## config.mk

```make
export PLATFORM = sky130hd
export DESIGN_NAME = sample_src
export DESIGN_NICKNAME = d
export VERILOG_FILES = /design/src/rtl/sample_src_pkg.sv /design/src/rtl/sample_fifo.sv /design/src/rtl/sample_src.sv
export SDC_FILE = /design/constraint.sdc
export NUM_CORES = 1
export LEC_CHECK = 0
export CAP_MARGIN = 20
export CELL_PAD_IN_SITES_DETAIL_PLACEMENT = 0
export CELL_PAD_IN_SITES_GLOBAL_PLACEMENT = 1
export CORE_ASPECT_RATIO = 0.9
export CORE_MARGIN = 2
export CORE_UTILIZATION = 35
export CTS_CLUSTER_SIZE = 20
export DETAILED_ROUTE_END_ITERATION = 8
export PLACE_DENSITY_LB_ADDON = 0.1
export RECOVER_POWER = 25
export SETUP_SLACK_MARGIN = 0.1
export SLEW_MARGIN = 10
export SYNTH_ARGS = -nofsm -noshare
export SYNTH_HDL_FRONTEND = slang
export SYNTH_SLANG_ARGS = --single-unit
```

## constraint.sdc

```tcl
create_clock -name clk -period 4.94 [get_ports clk]
set_input_delay 0.494 -clock clk [delete_from_list [all_inputs] [get_ports clk]]
set_output_delay 0.494 -clock clk [all_outputs]
set_load 0.02 [all_outputs]
```

## src/rtl/sample_src_pkg.sv

```systemverilog
// Shared constants and the sample format conversion for the sample source.
package sample_src_pkg;

  localparam int unsigned SampleW  = 8;
  localparam int unsigned FrameLen = 16;
  localparam logic [SampleW-1:0] SatVal = 8'hFF;

  // Two's complement to sign-magnitude; the most negative code has no
  // magnitude representation, so it saturates to -127.
  function automatic logic [SampleW-1:0] to_sign_mag(input logic [SampleW-1:0] x);
    logic [SampleW-1:0] neg;
    neg = '0 - x;
    if (!x[SampleW-1]) begin
      to_sign_mag = x;
    end else if (x == {1'b1, {(SampleW-1){1'b0}}}) begin
      to_sign_mag = SatVal;
    end else begin
      to_sign_mag = {1'b1, neg[SampleW-2:0]};
    end
  endfunction

endpackage

```

## src/rtl/sample_fifo.sv

```systemverilog
// Small synchronous FIFO with a combinational head read.
module sample_fifo #(
  parameter int unsigned DEPTH = 4,
  parameter int unsigned WIDTH = 8
) (
  input  logic             clk,
  input  logic             res,
  input  logic             push,
  input  logic [WIDTH-1:0] wdata,
  input  logic             pop,
  output logic [WIDTH-1:0] rdata,
  output logic             full,
  output logic             empty
);

  localparam int unsigned AW = $clog2(DEPTH);

  logic [WIDTH-1:0] mem [DEPTH];
  logic [AW-1:0]    wr_ptr_q, rd_ptr_q;
  logic [AW:0]      cnt_q;
  logic             do_push, do_pop;

  assign full    = (cnt_q == (AW+1)'(DEPTH));
  assign empty   = (cnt_q == '0);
  assign do_push = push && !full;
  assign do_pop  = pop && !empty;
  assign rdata   = mem[rd_ptr_q];

  // Storage array; no reset needed since occupancy gates every read.
  always_ff @(posedge clk) begin
    if (do_push) begin
      mem[wr_ptr_q] <= wdata;
    end
  end

  // Pointers wrap naturally because DEPTH is a power of two.
  always_ff @(posedge clk or posedge res) begin
    if (res) begin
      wr_ptr_q <= '0;
      rd_ptr_q <= '0;
      cnt_q    <= '0;
    end else begin
      if (do_push) wr_ptr_q <= wr_ptr_q + AW'(1);
      if (do_pop)  rd_ptr_q <= rd_ptr_q + AW'(1);
      case ({do_push, do_pop})
        2'b10:   cnt_q <= cnt_q + (AW+1)'(1);
        2'b01:   cnt_q <= cnt_q - (AW+1)'(1);
        default: cnt_q <= cnt_q;
      endcase
    end
  end

endmodule

```

## src/rtl/sample_src.sv

```systemverilog
// Sample source: buffers producer samples, converts them to sign-magnitude and
// presents them against a divided sample clock with a 16-sample frame marker.
module sample_src
  import sample_src_pkg::*;
#(
  parameter int unsigned HALF  = 4,
  parameter int unsigned DEPTH = 4
) (
  input  logic               clk,
  input  logic               res,
  input  logic               en,
  input  logic [SampleW-1:0] in_data,
  input  logic               in_valid,
  output logic               in_ready,
  output logic [SampleW-1:0] data_out,
  output logic               syn_out,
  output logic               frame_out,
  output logic               underrun
);

  localparam int unsigned PhW = $clog2(2 * HALF);
  localparam logic [PhW-1:0] PhLast = PhW'(2 * HALF - 1);
  localparam logic [PhW-1:0] PhLoad = PhW'(HALF - 1);
  localparam logic [PhW-1:0] PhHalf = PhW'(HALF);
  localparam int unsigned ScW = $clog2(FrameLen);
  localparam logic [ScW-1:0] ScLast = ScW'(FrameLen - 1);

  logic [SampleW-1:0] head;
  logic               full, empty;
  logic [PhW-1:0]     ph_q, ph_d;
  logic               run_q;
  logic [ScW-1:0]     sc_q;
  logic               arm_q;
  logic               syn_d;
  logic               load;

  assign in_ready = !full;

  sample_fifo #(
    .DEPTH (DEPTH),
    .WIDTH (SampleW)
  ) u_fifo (
    .clk   (clk),
    .res   (res),
    .push  (in_valid),
    .wdata (in_data),
    .pop   (load),
    .rdata (head),
    .full  (full),
    .empty (empty)
  );

  // Next phase: the first enabled edge starts the high phase at ph = 0, so
  // syn_out always tracks ph in the same cycle.
  always_comb begin
    ph_d = '0;
    load = en && run_q && (ph_q == PhLoad);
    if (en && run_q) begin
      ph_d = (ph_q == PhLast) ? '0 : ph_q + PhW'(1);
    end
    syn_d = en && (ph_d < PhHalf);
  end

  // Divider, sample load/convert and frame marking.
  always_ff @(posedge clk or posedge res) begin
    if (res) begin
      ph_q      <= '0;
      run_q     <= 1'b0;
      sc_q      <= '0;
      arm_q     <= 1'b0;
      syn_out   <= 1'b0;
      frame_out <= 1'b0;
      underrun  <= 1'b0;
      data_out  <= '0;
    end else begin
      run_q     <= en;
      ph_q      <= ph_d;
      syn_out   <= syn_d;
      // arm_q marks that the sample now on data_out closes a frame.
      frame_out <= syn_d && arm_q;
      underrun  <= load && empty;
      if (load) begin
        sc_q     <= sc_q + ScW'(1);
        arm_q    <= (sc_q == ScLast);
        data_out <= empty ? '0 : to_sign_mag(head);
      end
    end
  end

endmodule

```

=== Word-level counts from Yosys, hierarchy flattened ===
Memories as Yosys holds them, arrays and structs flattened.
Cells that the tools add are included.

* $lt $le $gt $ge: 1
* Eq/ne operators: 7
* Mux-type cells: 8
* Add/subtract/negate cells: 7
* Reductions and logical operators: 11

{| class="wikitable"
|+ Operators with widths
! kind !! count
|-
| two-way mux 8 bit || 2
|-
| == test 8 bit (second input constant) || 1
|-
| logical AND 1 bit || 7
|-
| two-way mux 7 bit || 1
|-
| subtractor 1 x 7 -> 7 bit (first input constant) || 1
|-
| adder 3 x 1 -> 3 bit (second input constant) || 2
|-
| == test 3 bit (second input constant) || 2
|-
| two-way mux 3 bit || 2
|-
| case mux 3 bit (2 select lines) || 1
|-
| adder 2 x 1 -> 2 bit (second input constant) || 2
|-
| adder 4 x 1 -> 4 bit (second input constant) || 1
|-
| == test 4 bit (second input constant) || 1
|-
| == test 3 x 2 -> 1 bit (second input constant) || 1
|-
| zero test 3 bit || 1
|-
| less-than comparator 3 bit (second input constant) || 1
|-
| subtractor 3 x 1 -> 3 bit (second input constant) || 1
|-
| == test 2 x 1 -> 1 bit (second input constant) || 1
|-
| == test 2 bit (second input constant) || 1
|-
| zero test 1 bit || 2
|-
| two-way mux 1 bit || 2
|-
| nonzero test 2 bit || 1
|}

* Logic and storage cells: 46
* Register bits after elaboration: 27
* Memories kept: 1
* Output and inout port bits: 12
* RAM bits: 32

{| class="wikitable"
|+ Memory list
! memory !! words !! width !! read ports !! clocked after Yosys merged registers in !! write ports !! RTL line !! RTL
|-
| u_fifo.mem || 4 || 8 || 1 || 0 || 1 || sample_fifo.sv:18 || <nowiki>logic [WIDTH-1:0] mem [DEPTH];</nowiki>
|}

=== Longest topological paths before layout ===
Gate-level depths: netlist of run 1.

* Word-level depth: 6
* Gate-level depth with buffers: 12
* Depth with buffers taken out: 11

=== Modules after synthesis ===
A second synthesis of run 1 with hierarchy kept.

* Cell total of the unflattened synthesis: 169
* Area, all modules: 2,565.0 um2

{| class="wikitable"
|+ By module, submodules not included
! module !! times used !! cells an instance !! area an instance (um2)
|-
| sample_fifo || 1 || 80 || 1,596.5
|-
| sample_src || 1 || 89 || 968.4
|}

=== Worst setup path after synthesis of run 1 ===
No wires, ideal clock.

* Path type: flip-flop to flip-flop
* Start point: register ph_q[0]
* End point: register u_fifo.cnt_q[2]
* Setup time: 79 ps
* Setup slack: 2,625 ps
* Path buffers: 1
* Arrival time: 2,236 ps
* Data required time: 4,861 ps
* Stages on the path, launching flop included: 13
* Path through: dfrtp_1 > ha_1 > ha_1 > and3_1 > clkbuf_1 > nand2_1 > inv_1 > ha_1 > inv_1 > fa_1 > xor2_1 > nor2_1 > xor2_1

* Longest elaborated chain between the ends: 5
* Elaborated cells on any way between the ends: 7

{| class="wikitable"
|+ RTL lines
! item !! RTL line !! RTL
|-
| start: declaration || sample_src.sv:30 || <nowiki>logic [PhW-1:0] ph_q, ph_d;</nowiki>
|-
| start signal: assignment || sample_src.sv:77 || <nowiki>ph_q <= ph_d;</nowiki>
|-
| == test 3 x 2 -> 1 bit (*) || sample_src.sv:57 || <nowiki>load = en && run_q && (ph_q == PhLoad);</nowiki>
|-
| logical AND 1 bit (*) || sample_src.sv:57 ||
|-
| logical AND 1 bit (*) || sample_fifo.sv:26 || <nowiki>assign do_pop = pop && !empty;</nowiki>
|-
| named net u_fifo.do_pop || sample_fifo.sv:21 || <nowiki>logic do_push, do_pop;</nowiki>
|-
| == test 2 x 1 -> 1 bit / == test 2 bit (equally long branches) || sample_fifo.sv:45 || <nowiki>case ({do_push, do_pop})</nowiki>
|-
| case mux 3 bit (2 select lines) / nonzero test 2 bit (equally long branches) || - ||
|-
| end signal: assignment || sample_fifo.sv:46 || <nowiki>2'b10: cnt_q <= cnt_q + (AW+1)'(1);</nowiki>
|-
| end signal: assignment || sample_fifo.sv:47 || <nowiki>2'b01: cnt_q <= cnt_q - (AW+1)'(1);</nowiki>
|-
| end signal: assignment || sample_fifo.sv:48 || <nowiki>default: cnt_q <= cnt_q;</nowiki>
|-
| end: declaration || sample_fifo.sv:20 || <nowiki>logic [AW:0] cnt_q;</nowiki>
|}

Mark *: on every way through the listed nets, which the timed path passes. The rest lies on a longest branch.
A chain may end at the register's enable or synchronous reset.

=== Final worst setup path of run 1 ===
* Start point: register u_fifo.rd_ptr_q[0]
* End point: register data_out[4]

* Longest elaborated chain between the ends: 5
* Elaborated cells on any way between the ends: 6

{| class="wikitable"
|+ RTL lines
! item !! RTL line !! RTL
|-
| start: declaration || sample_fifo.sv:19 || <nowiki>logic [AW-1:0] wr_ptr_q, rd_ptr_q;</nowiki>
|-
| start signal: assignment || sample_fifo.sv:44 || <nowiki>if (do_pop) rd_ptr_q <= rd_ptr_q + AW'(1);</nowiki>
|-
| memory read (4 x 8 bit) (*) || - ||
|-
| subtractor 1 x 7 -> 7 bit / == test 8 bit (equally long branches) || sample_src_pkg.sv:12, sample_src_pkg.sv:15 ||
|-
| two-way mux 7 bit || sample_src_pkg.sv:15 || <nowiki>end else if (x == {1'b1, {(SampleW-1){1'b0}}}) begin</nowiki>
|-
| two-way mux 8 bit (*) || sample_src_pkg.sv:13 || <nowiki>if (!x[SampleW-1]) begin</nowiki>
|-
| two-way mux 8 bit (*) || sample_src.sv:85 || <nowiki>data_out <= empty ? '0 : to_sign_mag(head);</nowiki>
|-
| end signal: assignment || sample_src.sv:85 ||
|-
| end: declaration || sample_src.sv:15 || <nowiki>output logic [SampleW-1:0] data_out,</nowiki>
|}

Mark *: on every way between the ends. The rest lies on a longest branch, timed or not.

==> run_results.csv, run 1 <==
group,metric,value,unit
run_status,outcome,"finished clean",
clocking,cts-hold-fix-buffers,0,
detailed_routing,wl_per_cell,15.48,µm
timing,final.period_utilization,0.5594,
final_layout,area_growth_syn_to_layout,20.07,%
final_layout,drive_gt1_frac,0.1024,
worst_setup_path,r2r-start,"u_fifo.rd_ptr_q[0]",
timing,finalClockSkew,4.783,ps
flow_run,max_cap_viol_count,0,
timing,max_freq,0.3619,GHz
final_layout,diodes,0,
logic_synthesis,syn-cell-area,2519,µm²
die,die_w,93.42,µm
logic_synthesis,synth-compound-area-share,0.04670,
clocking,cts-root-buf,"clkbuf_8",
logic_synthesis,ys.flop_type,"edfxtp_1",
worst_setup_path,crit_required,5180,ps
timing,hold_violations,0,
worst_setup_path,cp_max_fo,10,
clocking,cts_resized,0,
timing,worst_pin_slew,1131,ps
final_layout,final_common_cell,"edfxtp_1",
logic_synthesis,synth_edf_count,32,
timing,fin_hold_ws,442.4,ps
detailed_routing,drc,0,
clocking,cts_buffers,9,
power_and_ir_drop,vdd_drop_max,0.2099,mV
logic_synthesis,ys_seq_area_frac,0.6498,
timing,period_needed,2763,ps
logic_synthesis,synth_top_family_by_area,"simple AND/OR/NAND/NOR gates",
logic_synthesis,synthAdderAreaFrac,0.05763,
clocking,clk_pin_slew,60,ps
grt,grt_max_degree,28,
logic_synthesis,synth-async-reset-ratio,0.4576,
die,die_h,84.48,µm
power_and_ir_drop,pwr_density_cell,441.3,nW/µm²
detailed_routing,antenna_left,0,
die,start_util,0.3597,
placed_design,gp_congestion,0.8398,
detailed_routing,dr.pass1.iters,4,
worst_setup_path,cp_cell_sequence,"mux4_1, inv_1, ha_1, inv_1, nor4b_1, and2_1, nor3_1, nor3_1",
detailed_routing,via_per_inst,4.768,
placed_design,port_buffers,23,
worst_setup_path,critPathLaunchType,"register",
final_layout,nets,223,
worst_setup_path,cp_slowest_cell,"mux4_1",
grt,grt_pass1_vias,1557,
detailed_routing,vias,1421,
detailed_routing,drt_iter0_markers,48,
die,num_rows,29,
clocking,clock_path_buffers,2,
worst_setup_path,crit_arrival,3000,ps
logic_synthesis,yosysUniqueCellTypes,33,
logic_synthesis,synth-xor-area-share,0.03825,
timing,rsz0062_at_grt,"no",
timing,setup_viol,0,
placed_design,hpwlAfterDp,3239,µm
die,design.core.area,7003,µm²
clocking,htreeDepth,3,
logic_synthesis,synth_nets,193,
die,design.die.area,7892,µm²
final_layout,final_util,0.4318,
grt,grt_pass1_wl,7817,µm
timing,slew_headroom,0.2459,
logic_synthesis,ys_ff_latch,59,
timing,slew_viol_final,0,
worst_setup_path,critPathKind,"register to register",
die,io_pins,24,
worst_setup_path,setup.worst_path.start,"u_fifo.rd_ptr_q[0]",
final_layout,final_cell_mix,"32 x edfxtp_1, 27 x dfrtp_1, 20 x clkdlybuf4s50_1",
worst_setup_path,critPathMaxStageDelay,760,ps
power_and_ir_drop,p_leak,0.001209,µW
clocking,clock_latency,320,ps
grt,grt_overflow,0,
logic_synthesis,syn_area_per_cell,14.82,µm²
hold_path,hold_path.class,"register to register",
timing,tns,0,ps
clocking,cts_setup_buffers,0,
final_layout,fillCellCount,645,
hold_path,min_from,"ph_q[0]",
logic_synthesis,yosysWarnings,0,
detailed_routing,routed_wl,4614,µm
worst_setup_path,cp-end-kind,"register",
logic_synthesis,synthCells,170,
grt,grt_use_total,0.1361,
grt,antenna_found_initial,0,
clocking,cts_sinks,59,
clocking,cts_tree,"done",
logic_synthesis,yosys.area_share.simple,0.09737,
logic_synthesis,synth_mux_area_frac,0.08147,
cells in the mapped netlist (3+ instances only):
cell,number,area share
edfxtp_1,32,0.38
dfrtp_1,27,0.27
nand2_1,15,0.022
inv_1,12,0.018
ha_1,10,0.050
xnor2_1,9,0.031
nor3_1,7,0.014
and3_1,6,0.015
nor2_1,6,0.0089
o21ai_0,5,0.0099
mux4_1,4,0.042
mux4_2,4,0.036
a22o_1,3,0.010
and2_1,3,0.0075
clkbuf_1,3,0.0045
nand3_1,3,0.0060
o31ai_1,3,0.0089
logic make-up after synthesis:
logic type      Yosys count
flops                    59
simple gates             48
xor+xnor                 11
buf+inv                  17
compound gates           15
fa+ha+maj                11
mux                       9
per-layer routing:
layer | part of all wire | global-route usage
met5 | 0 | 0
met2 | 0.46 | 0.2041
met1 | 0.49 | 0.1839
met4 | 0.024 | 0.06417
met3 | 0.030 | 0.03770
worst paths after layout:
check                      cells after the start  slack, ps                 end
setup reg to reg                               8       2180         data_out[4]
min in group asynchronous                      2        500             ph_q[0]
hold / removal                                 1        440             ph_q[0]
hold reg to reg                                1        440             ph_q[0]
setup / recovery                               8       2180         data_out[4]
max in group asynchronous                      3       3160  u_fifo.rd_ptr_q[1]
power breakdown:
group	switching (µW)	internal, µW
logic	165	121
registers	41.1	612
clock network	175	222
per-stage QoR:
step	setup slack [ps]	instances	power, µW	area [µm²]
after floorplan	2625	170	850.8	2519
after global placement	2162	281	937.9	2838
after detailed placement	2000	281	954.8	2838
after CTS	2136	297	1356	3020
after global routing	1886	298	1411	3024
final	2177	298	1335	3024
worst max-delay path, delay by kind of cell (launching register included):
family	cells	cell delay (ps)
flip-flops	1	730
adder cells (fa/ha/maj)	1	140
AND/OR/NAND/NOR	4	870
multiplexers	1	760
buffers and inverters	2	180
registers in the layout (all words and copies together), names as in the netlist:
register,count
arm_q,1
u_fifo.mem,32
u_fifo.rd_ptr_q,2
u_fifo.cnt_q,3
u_fifo.wr_ptr_q,2
data_out,8
syn_out,1
sc_q,4
ph_q,3
run_q,1
underrun,1
frame_out,1
cell type report:
class | instances | area (µm²) | share of cell area
Timing Repair Buffer | 24 | 234.0 | 0.07737
Tap cell | 93 | 116.4 | 0.03848
Multi-Input combinational cell | 94 | 809.5 | 0.2677
Inverter | 12 | 45.04 | 0.01489
Clock buffer | 14 | 172.7 | 0.05710
Sequential cell | 59 | 1637 | 0.5412
Clock inverter | 2 | 10.01 | 0.003310
(Power assumes the default switching activity.)
==> inputs of run 2 (changes only) <==
==> constraint.sdc (replaced) <==
create_clock -name clk -period 2.3 [get_ports clk]
set_input_delay 0.23 -clock clk [delete_from_list [all_inputs] [get_ports clk]]
set_output_delay 0.23 -clock clk [all_outputs]
set_load 0.02 [all_outputs]
==> run 2 against run 1 <==
Sequential share of layout area down 4.6 points. Global-route usage down 0.28 points. Final cell count up 7.7%. Utilization up 4.1 points. Critical path depth down 2. Combinational power rose to 2.6 times the previous value. Sequential power up 110%. Die area unchanged. Critical path type unchanged. Largest cell class unchanged.
==> run_results.csv, run 2 (same netlist as run 1, synthesis figures left out) <==
group,metric,value,unit
run_status,outcome,"finished clean",
hold_path,min_to,"ph_q[0]",
final_layout,diodes,0,
worst_setup_path,cp-end-kind,"register",
timing,fin_hold_ws,438.5,ps
worst_setup_path,crit_arrival,2440,ps
detailed_routing,drt_iter0_markers,46,
grt,grt_pass1_vias,1630,
timing,period_needed,2240,ps
placed_design,place_area,2949,µm²
power_and_ir_drop,pwr_density_cell,946.6,nW/µm²
final_layout,reg_top3,"u_fifo.mem x32, data_out x8, sc_q x4",
die,design.core.area,7003,µm²
worst_setup_path,crit_required,2500,ps
clocking,clk_pin_slew,70,ps
final_layout,final_common_cell,"edfxtp_1",
hold_path,hold_path.class,"register to register",
die,design.die.area,7892,µm²
grt,grt_pass1_wl,7990,µm
clocking,clock_path_buffers,2,
grt,grt_overflow,0,
placed_design,port_buffers,23,
timing,setup_viol,0,
worst_setup_path,reg2reg_to,"data_out[5]",
detailed_routing,vias,1488,
die,die_h,84.48,µm
timing,finalClockSkew,7.975,ps
die,start_util,0.3597,
clocking,clock_latency,330,ps
worst_setup_path,r2r-start,"u_fifo.rd_ptr_q[0]",
placed_design,gp_congestion,0.8827,
clocking,htreeDepth,3,
worst_setup_path,r2r_cells,6,
timing,rsz0062_at_grt,"yes",
detailed_routing,dr.pass1.iters,4,
grt,grt_max_degree,28,
final_layout,drive_gt1_frac,0.2851,
final_layout,top_register,"u_fifo.mem",
detailed_routing,drc,0,
timing,final.period_utilization,0.9738,
final_layout,final_cell_mix,"32 x edfxtp_1, 26 x dfrtp_1, 20 x buf_4",
hold_path,min_from,"ph_q[0]",
clocking,cts-hold-fix-buffers,0,
final_layout,stdcell_area,3311,µm²
clocking,cts_buffers,9,
placed_design,hpwlAfterDp,3244,µm
clocking,cts_tree,"done",
final_layout,final_util,0.4728,
detailed_routing,routed_wl,4660,µm
flow_run,max_cap_viol_count,0,
die,die_w,93.42,µm
die,num_rows,29,
detailed_routing,via_per_inst,4.636,
timing,worst_pin_slew,1484,ps
timing,slew_viol_final,0,
timing,slew_headroom,0.01078,
worst_setup_path,regToRegSetupSlack,60,ps
power_and_ir_drop,vdd_drop_max,0.4953,mV
worst_setup_path,cp_max_fo,4,
final_layout,nets,246,
detailed_routing,antenna_left,0,
clocking,cts-root-buf,"clkbuf_8",
die,io_pins,24,
worst_setup_path,critPathLaunchType,"register",
timing,max_freq,0.4465,GHz
clocking,cts_sinks,59,
timing,hold_violations,0,
hold_path,min_path_cells,1,
power_and_ir_drop,p_leak,0.001334,µW
final_layout,largest_reg_flops,32,
worst_setup_path,critPathKind,"register to register",
final_layout,area_growth_syn_to_layout,31.45,%
grt,grt_use_total,0.1333,
grt,antenna_found_initial,0,
detailed_routing,wl_per_cell,14.52,µm
run 2: changes by cell type in the layout (fill, tap and decap cells not counted), sizes merged:
cell,previous run,this run
buf,0,23
clkdlybuf4s50,20,16
dlygate4sd3,3,7
clkbuf,15,12
bufinv,0,2
clkinv,3,2
clkinvlp,0,1
inv,11,12
run 2: what timing repair did:
item	4_1_cts	5_1_grt
setup endpoints to repair	7	8
gates cloned	0	0
gates resized for setup	6	18
pin swaps	6	7
setup buffers	3	6
run 2: where the power goes:
group | switching, µW | leakage, µW | total [µW] | internal [µW]
Sequential | 79.3 | 0.000649 | 1390 | 1320
Clock | 387 | 0.000103 | 993 | 607
Combinational | 390 | 0.000581 | 746 | 356
run 2: per-layer routing:
metal / GRT usage / vias to the layer above / part of all wire
met5: 0 / - / 0
met4: 0.04813 / 0 / 0.015
met3: 0.04668 / 9 / 0.033
met2: 0.2021 / 18 / 0.48
met1: 0.1780 / 738 / 0.48
li1: - / 723 / -
run 2: how the worst max path moves through the flow:
stage | slack, ps | endpoint | cells after the start | start
2_1_floorplan | 100 | data_out[3] | 9 | u_fifo.rd_ptr_q[0]
3_5_place_dp | -30 | data_out[3] | 9 | u_fifo.rd_ptr_q[0]
3_3_place_gp | 40 | data_out[5] | 6 | u_fifo.rd_ptr_q[0]
6_report | 60 | data_out[5] | 6 | u_fifo.rd_ptr_q[0]
4_1_cts | 80 | data_out[5] | 6 | u_fifo.rd_ptr_q[0]
5_1_grt | 6 | data_out[5] | 6 | u_fifo.rd_ptr_q[0]
run 2: area by class of cell:
cell class                 instances  area, µm²
timing repair buffer              47      417.9
tap                               93      116.4
fill                             621       3692
clock buffer                      11      131.4
inverter                          12      45.04
sequential                        59       1638
clock inverter                     5      77.57
multi-input combinational         94      884.6
run 2: stage by stage:
stage / setup TNS (ps) / instances / power [µW] / setup WS (ps)
after floorplan: 0 / 170 / 1830 / 100.0
after global placement: 0 / 296 / 2059 / 35.78
after detailed placement: -50.02 / 296 / 2088 / -28.50
after CTS: 0 / 315 / 3116 / 75.73
after global routing: 0 / 321 / 3321 / 5.658
final: 0 / 321 / 3134 / 60.37
run 2: worst max-delay path, cell delays in order, from the launching register on:
cell	delay, ps
dfrtp_2	420
buf_6	120
mux4_2	500
or3_4	420
o31ai_4	230
nor3_2	60
or3_1	360
